$ cat src/rtl/min_search_reader.sv
// min_search_reader
//   Sweeps an inclusive address range of the memory buffer and streams every
//   returned word into Temp_Reg. It also tracks the smallest word seen in
//   Min_Reg and that word's address in Min_Addr. A Start/Done handshake
//   connects it to the control FSM.
//
// Ports
//   Clk          clock, all logic on the rising edge
//   Rst          synchronous reset, active-high
//   Start        1-cycle request, sampled only while idle
//   Start_Addr   first address of the sweep (captured with Start)
//   End_Addr     last address of the sweep, inclusive (captured with Start)
//   Mem_Rd_En    memory read strobe
//   Mem_Addr     memory read address
//   Read_Data    memory read data, valid RD_LAT cycles after Mem_Rd_En
//   Busy         high from the cycle after Start through the Done cycle
//   Done         1-cycle pulse: sweep complete, results stable
//   Range_Err    1-cycle pulse instead of Done when End_Addr < Start_Addr
//   Temp_Reg     last word read
//   Min_Reg      running minimum (unsigned)
//   Min_Addr     address of Min_Reg
//
// State  | meaning
// -------+-------------------------------------------------------------
// IDLE   | waiting for Start
// ISSUE  | one read strobe per cycle, address incrementing
// DRAIN  | all reads issued, waiting for the last word to return
// FIN    | Done pulse; the results are final
// ERR    | Range_Err pulse for an inverted range; no reads are issued
module min_search_reader #(
    parameter int DATA_W = 16,
    parameter int ADDR_W = 8,
    parameter int RD_LAT = 1
) (
    input  logic              Clk,
    input  logic              Rst,
    input  logic              Start,
    input  logic [ADDR_W-1:0] Start_Addr,
    input  logic [ADDR_W-1:0] End_Addr,
    output logic              Mem_Rd_En,
    output logic [ADDR_W-1:0] Mem_Addr,
    input  logic [DATA_W-1:0] Read_Data,
    output logic              Busy,
    output logic              Done,
    output logic              Range_Err,
    output logic [DATA_W-1:0] Temp_Reg,
    output logic [DATA_W-1:0] Min_Reg,
    output logic [ADDR_W-1:0] Min_Addr
);

    typedef enum logic [2:0] {
        S_IDLE,
        S_ISSUE,
        S_DRAIN,
        S_FIN,
        S_ERR
    } state_t;

    typedef logic [RD_LAT-1:0] vld_t;

    // Only the oldest read is still in flight: its data is on Read_Data now.
    localparam vld_t VLD_LAST = vld_t'(1) << (RD_LAT - 1);

    state_t            state;
    // One bit wider than the address, so End_Addr = all-ones ends the sweep
    // instead of wrapping back to zero.
    logic [ADDR_W:0]   next_addr;
    logic [ADDR_W:0]   end_addr;
    vld_t              vld_pipe;
    logic [ADDR_W-1:0] addr_pipe [RD_LAT];

    always_ff @(posedge Clk) begin
        if (Rst) begin
            state     <= S_IDLE;
            next_addr <= '0;
            end_addr  <= '0;
            vld_pipe  <= '0;
            for (int i = 0; i < RD_LAT; i++) begin
                addr_pipe[i] <= '0;
            end
            Mem_Rd_En <= 1'b0;
            Mem_Addr  <= '0;
            Busy      <= 1'b0;
            Done      <= 1'b0;
            Range_Err <= 1'b0;
            Temp_Reg  <= '0;
            Min_Reg   <= '1;
            Min_Addr  <= '0;
        end else begin
            // Each read strobe and its address travel down the pipe.
            // They reach the last stage in the cycle the word returns.
            vld_pipe[0]  <= Mem_Rd_En;
            addr_pipe[0] <= Mem_Addr;
            for (int i = 1; i < RD_LAT; i++) begin
                vld_pipe[i]  <= vld_pipe[i-1];
                addr_pipe[i] <= addr_pipe[i-1];
            end

            if (vld_pipe[RD_LAT-1]) begin
                Temp_Reg <= Read_Data;
                // Strict compare: on a tie, keep the earlier address.
                if (Read_Data < Min_Reg) begin
                    Min_Reg  <= Read_Data;
                    Min_Addr <= addr_pipe[RD_LAT-1];
                end
            end

            Done      <= 1'b0;
            Range_Err <= 1'b0;

            unique case (state)
                S_IDLE: begin
                    if (Start) begin
                        if (End_Addr < Start_Addr) begin
                            Range_Err <= 1'b1;
                            state     <= S_ERR;
                        end else begin
                            Min_Reg   <= '1;
                            Min_Addr  <= Start_Addr;
                            end_addr  <= {1'b0, End_Addr};
                            next_addr <= {1'b0, Start_Addr} + 1'b1;
                            Mem_Rd_En <= 1'b1;
                            Mem_Addr  <= Start_Addr;
                            Busy      <= 1'b1;
                            state     <= S_ISSUE;
                        end
                    end
                end
                S_ISSUE: begin
                    if (next_addr > end_addr) begin
                        Mem_Rd_En <= 1'b0;
                        state     <= S_DRAIN;
                    end else begin
                        Mem_Addr  <= next_addr[ADDR_W-1:0];
                        next_addr <= next_addr + 1'b1;
                    end
                end
                S_DRAIN: begin
                    // The last word is captured above on this same edge, so
                    // the results are already final when Done rises.
                    if (vld_pipe == VLD_LAST) begin
                        Done  <= 1'b1;
                        state <= S_FIN;
                    end
                end
                S_FIN: begin
                    Busy  <= 1'b0;
                    state <= S_IDLE;
                end
                S_ERR: begin
                    state <= S_IDLE;
                end
                default: begin
                    state <= S_IDLE;
                end
            endcase
        end
    end

endmodule
$ cat config.mk
export PLATFORM = sky130hd
export DESIGN_NAME = min_search_reader
export DESIGN_NICKNAME = d
export VERILOG_FILES = /design/src/rtl/min_search_reader.sv
export SDC_FILE = /design/constraint.sdc
export NUM_CORES = 1
export LEC_CHECK = 0
export ABC_AREA = 1
export CAP_MARGIN = 20
export CORE_MARGIN = 3
export CORE_UTILIZATION = 51
export CTS_CLUSTER_SIZE = 16
export DETAILED_ROUTE_END_ITERATION = 8
export MAX_ROUTING_LAYER = met4
export PLACE_DENSITY = 0.8
export REMOVE_ABC_BUFFERS = 1
export SYNTH_ARGS = -nofsm -noshare
export SYNTH_HDL_FRONTEND = slang
export SYNTH_SLANG_ARGS = --single-unit
$ cat constraint.sdc
create_clock -name Clk -period 2.3 [get_ports Clk]
set_input_delay 0.575 -clock Clk [delete_from_list [all_inputs] [get_ports Clk]]
set_output_delay 0.575 -clock Clk [all_outputs]
set_load 0.02 [all_outputs]
== Word-level counts from Yosys, hierarchy flattened ==
Memory sizes are Yosys's and may differ from the RTL's.
Cells that the tools add are included.

* Order comparisons: 3
* Multipliers: 0
* Shifts and indexed selects: 0
* $add $sub $neg: 2
* Mux-type cells: 35
* Bitwise gates (word level): 4
* Eq/ne operators: 8
* Reductions and logical operators: 11
* Div/mod/pow operators: 0

{| class="wikitable"
|+ Operators with widths
! kind !! count
|-
| 2-to-1 mux 16 bit || 5
|-
| 2-to-1 mux 8 bit || 9
|-
| 2-to-1 mux 9 bit || 3
|-
| one-hot mux 9 bit (2 select lines) || 1
|-
| less-than comparator 16 bit || 1
|-
| one-hot mux 8 bit (2 select lines) || 1
|-
| 2-to-1 mux 3 bit || 4
|-
| inequality test 2 bit (second input constant) || 5
|-
| adder 8 x 1 -> 9 bit (second input constant) || 1
|-
| adder 9 x 1 -> 9 bit (second input constant) || 1
|-
| greater-than comparator 9 x 8 -> 1 bit || 1
|-
| 2-to-1 mux 1 bit || 9
|-
| one-hot mux 3 bit (3 select lines) || 1
|-
| AND reduction 3 bit || 3
|-
| less-than comparator 8 bit || 1
|-
| AND reduction 4 bit || 2
|-
| OR reduction 8 bit || 1
|-
| == test 3 x 2 -> 1 bit (second input constant) || 2
|-
| inverter 1 bit || 4
|-
| one-hot mux 1 bit (2 select lines) || 2
|-
| nonzero test 2 bit || 2
|-
| == test 3 x 1 -> 1 bit (second input constant) || 1
|-
| logical NOT 3 bit || 1
|-
| OR reduction 3 bit || 1
|-
| OR reduction 2 bit || 1
|}

* Bits of input ports: 35
* Memories: 1
* Memory bits (read-only): 0
* Bits in registers: 73
* Logic and storage cells: 76
* Bits in writable memories: 8
* Latch bits: 0

{| class="wikitable"
|+ Memory list
! name !! depth !! width !! read ports !! clocked after Yosys merged registers in !! wr ports !! RTL line !! RTL
|-
| addr_pipe || 1 || 8 || 1 || 0 || 1 || 70 || <nowiki>logic [ADDR_W-1:0] addr_pipe [RD_LAT];</nowiki>
|}

== Logic depth before layout (Yosys ltp) ==
* Depth after elaboration: 6
* Depth in mapped cells: 16
* Gate-level depth less buffers: 15

== Least setup slack after synthesis ==
Ideal clock, no wire load.

* Path kind: in2reg
* Start: in Start_Addr[5]
* End: reg next_addr[4]
* Data arrival time: 2007 ps
* Required time: 2184 ps
* Setup slack: 178 ps
* Setup time: 116 ps
* Buffers on the path: 2
* Cell stages on the path: 12
* Cells stage by stage: inv_1 > ha_1 > a21oi_1 > nor2_1 > a211oi_1 > nand2_1 > nand3_2 > nand2_1 > buf_6 > buf_6 > o21ai_0 > nor2_1

* Cells in the longest elaborated chain, start to end: 3

{| class="wikitable"
|+ Ends and longest elaborated chain
! item !! RTL line !! RTL
|-
| start, declared || 38 || <nowiki>input logic [ADDR_W-1:0] Start_Addr,</nowiki>
|-
| less-than comparator 8 bit || 114 || <nowiki>if (End_Addr < Start_Addr) begin</nowiki>
|-
| inequality test 2 bit (no line) || n/a ||
|-
| AND reduction 4 bit (no line) || n/a ||
|-
| end signal, assigned || 121 || <nowiki>next_addr <= {1'b0, Start_Addr} + 1'b1;</nowiki>
|-
| end signal, assigned || 135 || <nowiki>next_addr <= next_addr + 1'b1;</nowiki>
|-
| end, declared || 67 || <nowiki>logic [ADDR_W:0] next_addr;</nowiki>
|}

Every way passes these cells.
A chain may end at the register's enable or synchronous reset.

== Worst setup path in the final report ==
* Start: in End_Addr[5]
* End: reg Min_Reg[6]

* Cells in the longest elaborated chain, start to end: 4

{| class="wikitable"
|+ Ends and longest elaborated chain
! item !! RTL line !! RTL
|-
| start, declared || 39 || <nowiki>input logic [ADDR_W-1:0] End_Addr,</nowiki>
|-
| less-than comparator 8 bit || 114 ||
|-
| 2-to-1 mux 16 bit || 114 ||
|-
| 2-to-1 mux 16 bit || 113 || <nowiki>if (Start) begin</nowiki>
|-
| 2-to-1 mux 16 bit || 111 || <nowiki>unique case (state)</nowiki>
|-
| end signal, assigned || 103 || <nowiki>Min_Reg <= Read_Data;</nowiki>
|-
| end, declared || 47 || <nowiki>output logic [DATA_W-1:0] Min_Reg,</nowiki>
|}

Every way passes these cells.

==> metrics.yaml <==
status: "finished clean"
crit_arrival_ns: 2.46
place.detailed.hpwl_um: 7772
cts_max_level: 3
hold_class: "reg -> reg"
r2r_start: "Min_Reg[5]$_SDFF_PP1_"
filler_cell_count: 539
drt-total-wl_um: 10460
layout.cell_area.non_filler_um2: 5675
max_cap_viol_count: 0
synth_seq_cells: 81
final_util: 0.7581
synthesis.area_um2: 4061
synth_largest_type_area_fraction: 0.3993
core_area_um2: 7486
synth_enable_flop_cells: 0
insertion_delay_of_the_later_clocked_pin_in_the_worst_skew_pair_ns: 0.35
p_switching_mw: 1.984
skew_ns: 0.009530
r2r_cells: 13
clk_root_buffer_cell: "clkbuf_8"
reg2reg_setup_slack_ns: 0.33
worst_setup_path_start_kind: "input pin"
place_ws_ns: -0.4177
asyncSetResetFlopFracSynth: 0
syn-mean-instance-area_um2: 7.318
achievable_frequency_mhz: 449.5
die_height_um: 95.24
route.detailed.drc: 0
clock_path_buffers: 2
synth-adder-area-share: 0.09550
gr-usage-all-layers: 0.2407
endpoint: "Min_Reg[6]$_SDFF_PP1_"
path_clk_slew_ns: 0.08
route.vias.total: 4017
placedInstanceArea_um2: 5345
cts_hold_repair.buffers: 0
die_width_um: 95.24
hold-path-cell-count: 2
swShare: 0.3663
synth.most_common_cell: "nand2_1"
worst_setup_path_end_kind: "flop"
route.detailed.vias_per_inst: 5.124
grt_remaining_overflow: 0
die_area_um2: 9071
ys.warnings.count: 0
postCtsSetupBuffers: 0
cts_inserted_buffers: 9
insertedDiodeCount: 0
io-pin-count: 87
power.combinational.fraction: 0.412
timing_max_transition_violations_final: 0
grt_start_max_net_pins: 33
simple_gate_fraction_of_synth_area: 0.2597
worst-path-max-fanout: 15
internal_power_mw: 3.431
tightestPinTransition_ns: 0.5638
tritoncts: "done"
launching_element_of_the_worst_setup_path: "End_Addr[5]"
clock-sinks: 81
layout-drive-gt1-share: 0.1445
starting_density: 0.5425
remaining_number_of_nets_flagged_by_the_antenna_check_after_routing: 0
timing.setup.critical_path_class: "in -> reg"
drt_pre_antenna_iters: 4
r2r-end: "Min_Reg[7]$_SDFF_PP1_"
vias_in_the_first_global_route: 3774
synthesis.instances: 555
power-per-cell-area_nw_per_um2: 954.1
layout_setup_ws_ns: 0.07510
multi_input_area_um2: 2079
nNetsFinal: 746
post-synth-top-area-cell: "dfxtp_1"
timing.final.hold_violations: 0
cp_data_required_time_ns: 2.53
yosys-top-cells-area: "dfxtp_1 40%, ha_1 9.6%, nand2_1 9.2%, nor2_1 8.5%, inv_1 6.5%"
worst_ir_drop_vdd_mv: 0.5990
dominantRegCellSynth: "dfxtp_1"
synth-seq-area-share: 0.3993
relative_contribution_of_sequential_cells_to_total_power: 0.351
io_buffers: 86
synth_mux_area_frac: 0
area_growth_syn_to_layout_pct: 39.74
power.clock.fraction: 0.237
share_of_the_synthesized_netlist_area_taken_by_xor_and_xnor_gates: 0.006470
main_combinational_cell_family_by_area_after_synthesis: "simple AND/OR/NAND/NOR gates"
final.period_utilization: 0.9673
drt-initial-drc-count: 159
post-route-min-period_ns: 2.225
antenna_found_initial: 0
register_area_um2: 1622
slew_headroom: 0.6202
leakagePower_nw: 2.787
endpoints_failing_setup: 0
yosysUniqueCellTypes: 38
yosys-top-cells-count: "100 x nand2_1, 92 x nor2_1, 81 x dfxtp_1, 70 x inv_1, 48 x o21ai_0"
synth-compound-area-share: 0.1349
placementRows: 31
place.gp.congestion: 0.8489
grt_first_pass_wirelength_um: 16910
drt-wirelength-per-cell_um: 13.34
==> cells by family after synthesis <==
logic type / Yosys count
AO/OA/AOI/OAI: 96
XOR/XNOR: 3
adder cells (fa/ha/maj): 31
buffers and inverters: 97
flip-flops: 81
AND/OR/NAND/NOR: 247
==> power groups by stage <==
stage               combinational, mW  clock [mW]  sequential [mW]
finish                           2.23        1.28             1.90
global route                     2.49        1.34             1.93
CTS                              2.19        1.29             1.89
detailed placement               2.18           0             1.92
global placement                 2.10           0             1.92
floorplan                        1.05           0             2.09
==> area by class of cell <==
class,count,share of cell area
repair buffers,136,0.2326
inverters,75,0.05049
flip-flops and latches,81,0.2857
well taps,99,0.02183
clock inverters,4,0.01742
multi-input cells,377,0.3664
clock buffers,12,0.02557
==> through the flow <==
step / TNS, ns / power, mW / hold WS [ns] / std cells
2_1_floorplan: -5.167 / 3.140 / 0.4293 / 533
3_3_place_gp: -15.36 / 4.022 / 0.4370 / 768
3_5_place_dp: -18.51 / 4.100 / 0.4257 / 768
4_1_cts: 0 / 5.371 / 0.4392 / 784
5_1_grt: -0.3397 / 5.757 / 0.4607 / 784
6_report: 0 / 5.415 / 0.4406 / 784
==> sequential cells by signal, indices dropped and copies added (netlist names), 3 cells and up <==
name	flops
addr_pipe	8
next_addr	9
Temp_Reg	16
Min_Reg	16
end_addr	8
state	3
Min_Addr	8
Mem_Addr	8
==> per-layer routing <==
| metal | wire, µm | GRT usage | up-vias |
|---|---|---|---|
| met5 | 0 | - | - |
| met4 | 131 | 0.08654 | 0 |
| met3 | 604 | 0.02841 | 16 |
| met2 | 5129 | 0.4192 | 123 |
| met1 | 4593 | 0.2854 | 1855 |
| li1 | - | - | 2023 |
==> layout by cell type, fill, tap and decap left out, types with 2 or more instances in the layout <==
cell type and n:
nand2_1 98, nor2_1 92, clkdlybuf4s50_1 82, dfxtp_1 81, inv_1 66, o21ai_0 43, buf_4 42, nand3_1 33
a21oi_1 28, ha_1 28, o21ai_1 10, clkbuf_8 10, inv_2 7, nor3_1 6, nand4_1 5, buf_12 5
o21ai_2 4, dlymetal6s2s_1 4, a21oi_2 3, nand2_2 3, xor2_1 3, ha_4 3, bufinv_16 3, buf_6 3
inv_4 2, a211oi_2 2, nand2_4 2, o21ai_4 2, nor3_2 2, clkbuf_1 2
==> what timing repair did <==
item,4_1_cts,5_1_grt
pin swaps,0,7
endpoints found under the setup margin,29,49
gates cloned,0,0
resized for setup,1,27
==> worst min-delay path by stage <==
stage	start	to	slack [ns]
floorplan	end_addr[0]$_SDFFE_PP0P_	end_addr[0]$_SDFFE_PP0P_	0.43
finish	Mem_Addr[7]$_SDFFE_PP0P_	addr_pipe[0][7]$_SDFF_PP0_	0.44
global route	Mem_Addr[7]$_SDFFE_PP0P_	addr_pipe[0][7]$_SDFF_PP0_	0.46
CTS	Mem_Addr[7]$_SDFFE_PP0P_	addr_pipe[0][7]$_SDFF_PP0_	0.44
global placement	Mem_Addr[7]$_SDFFE_PP0P_	addr_pipe[0][7]$_SDFF_PP0_	0.44
detailed placement	Mem_Addr[7]$_SDFFE_PP0P_	addr_pipe[0][7]$_SDFF_PP0_	0.43
==> critical path: stages <==
cell	delay, ns
clkdlybuf4s50_1	0.53
ha_4	0.22
a21oi_1	0.13
nor2_1	0.07
a211oi_2	0.23
nand2_1	0.11
nand3_2	0.11
buf_6	0.11
nand2_1	0.06
inv_2	0.08
buf_12	0.13
nand3_1	0.09
No activity file was read; power rests on OpenSTA's default activity.
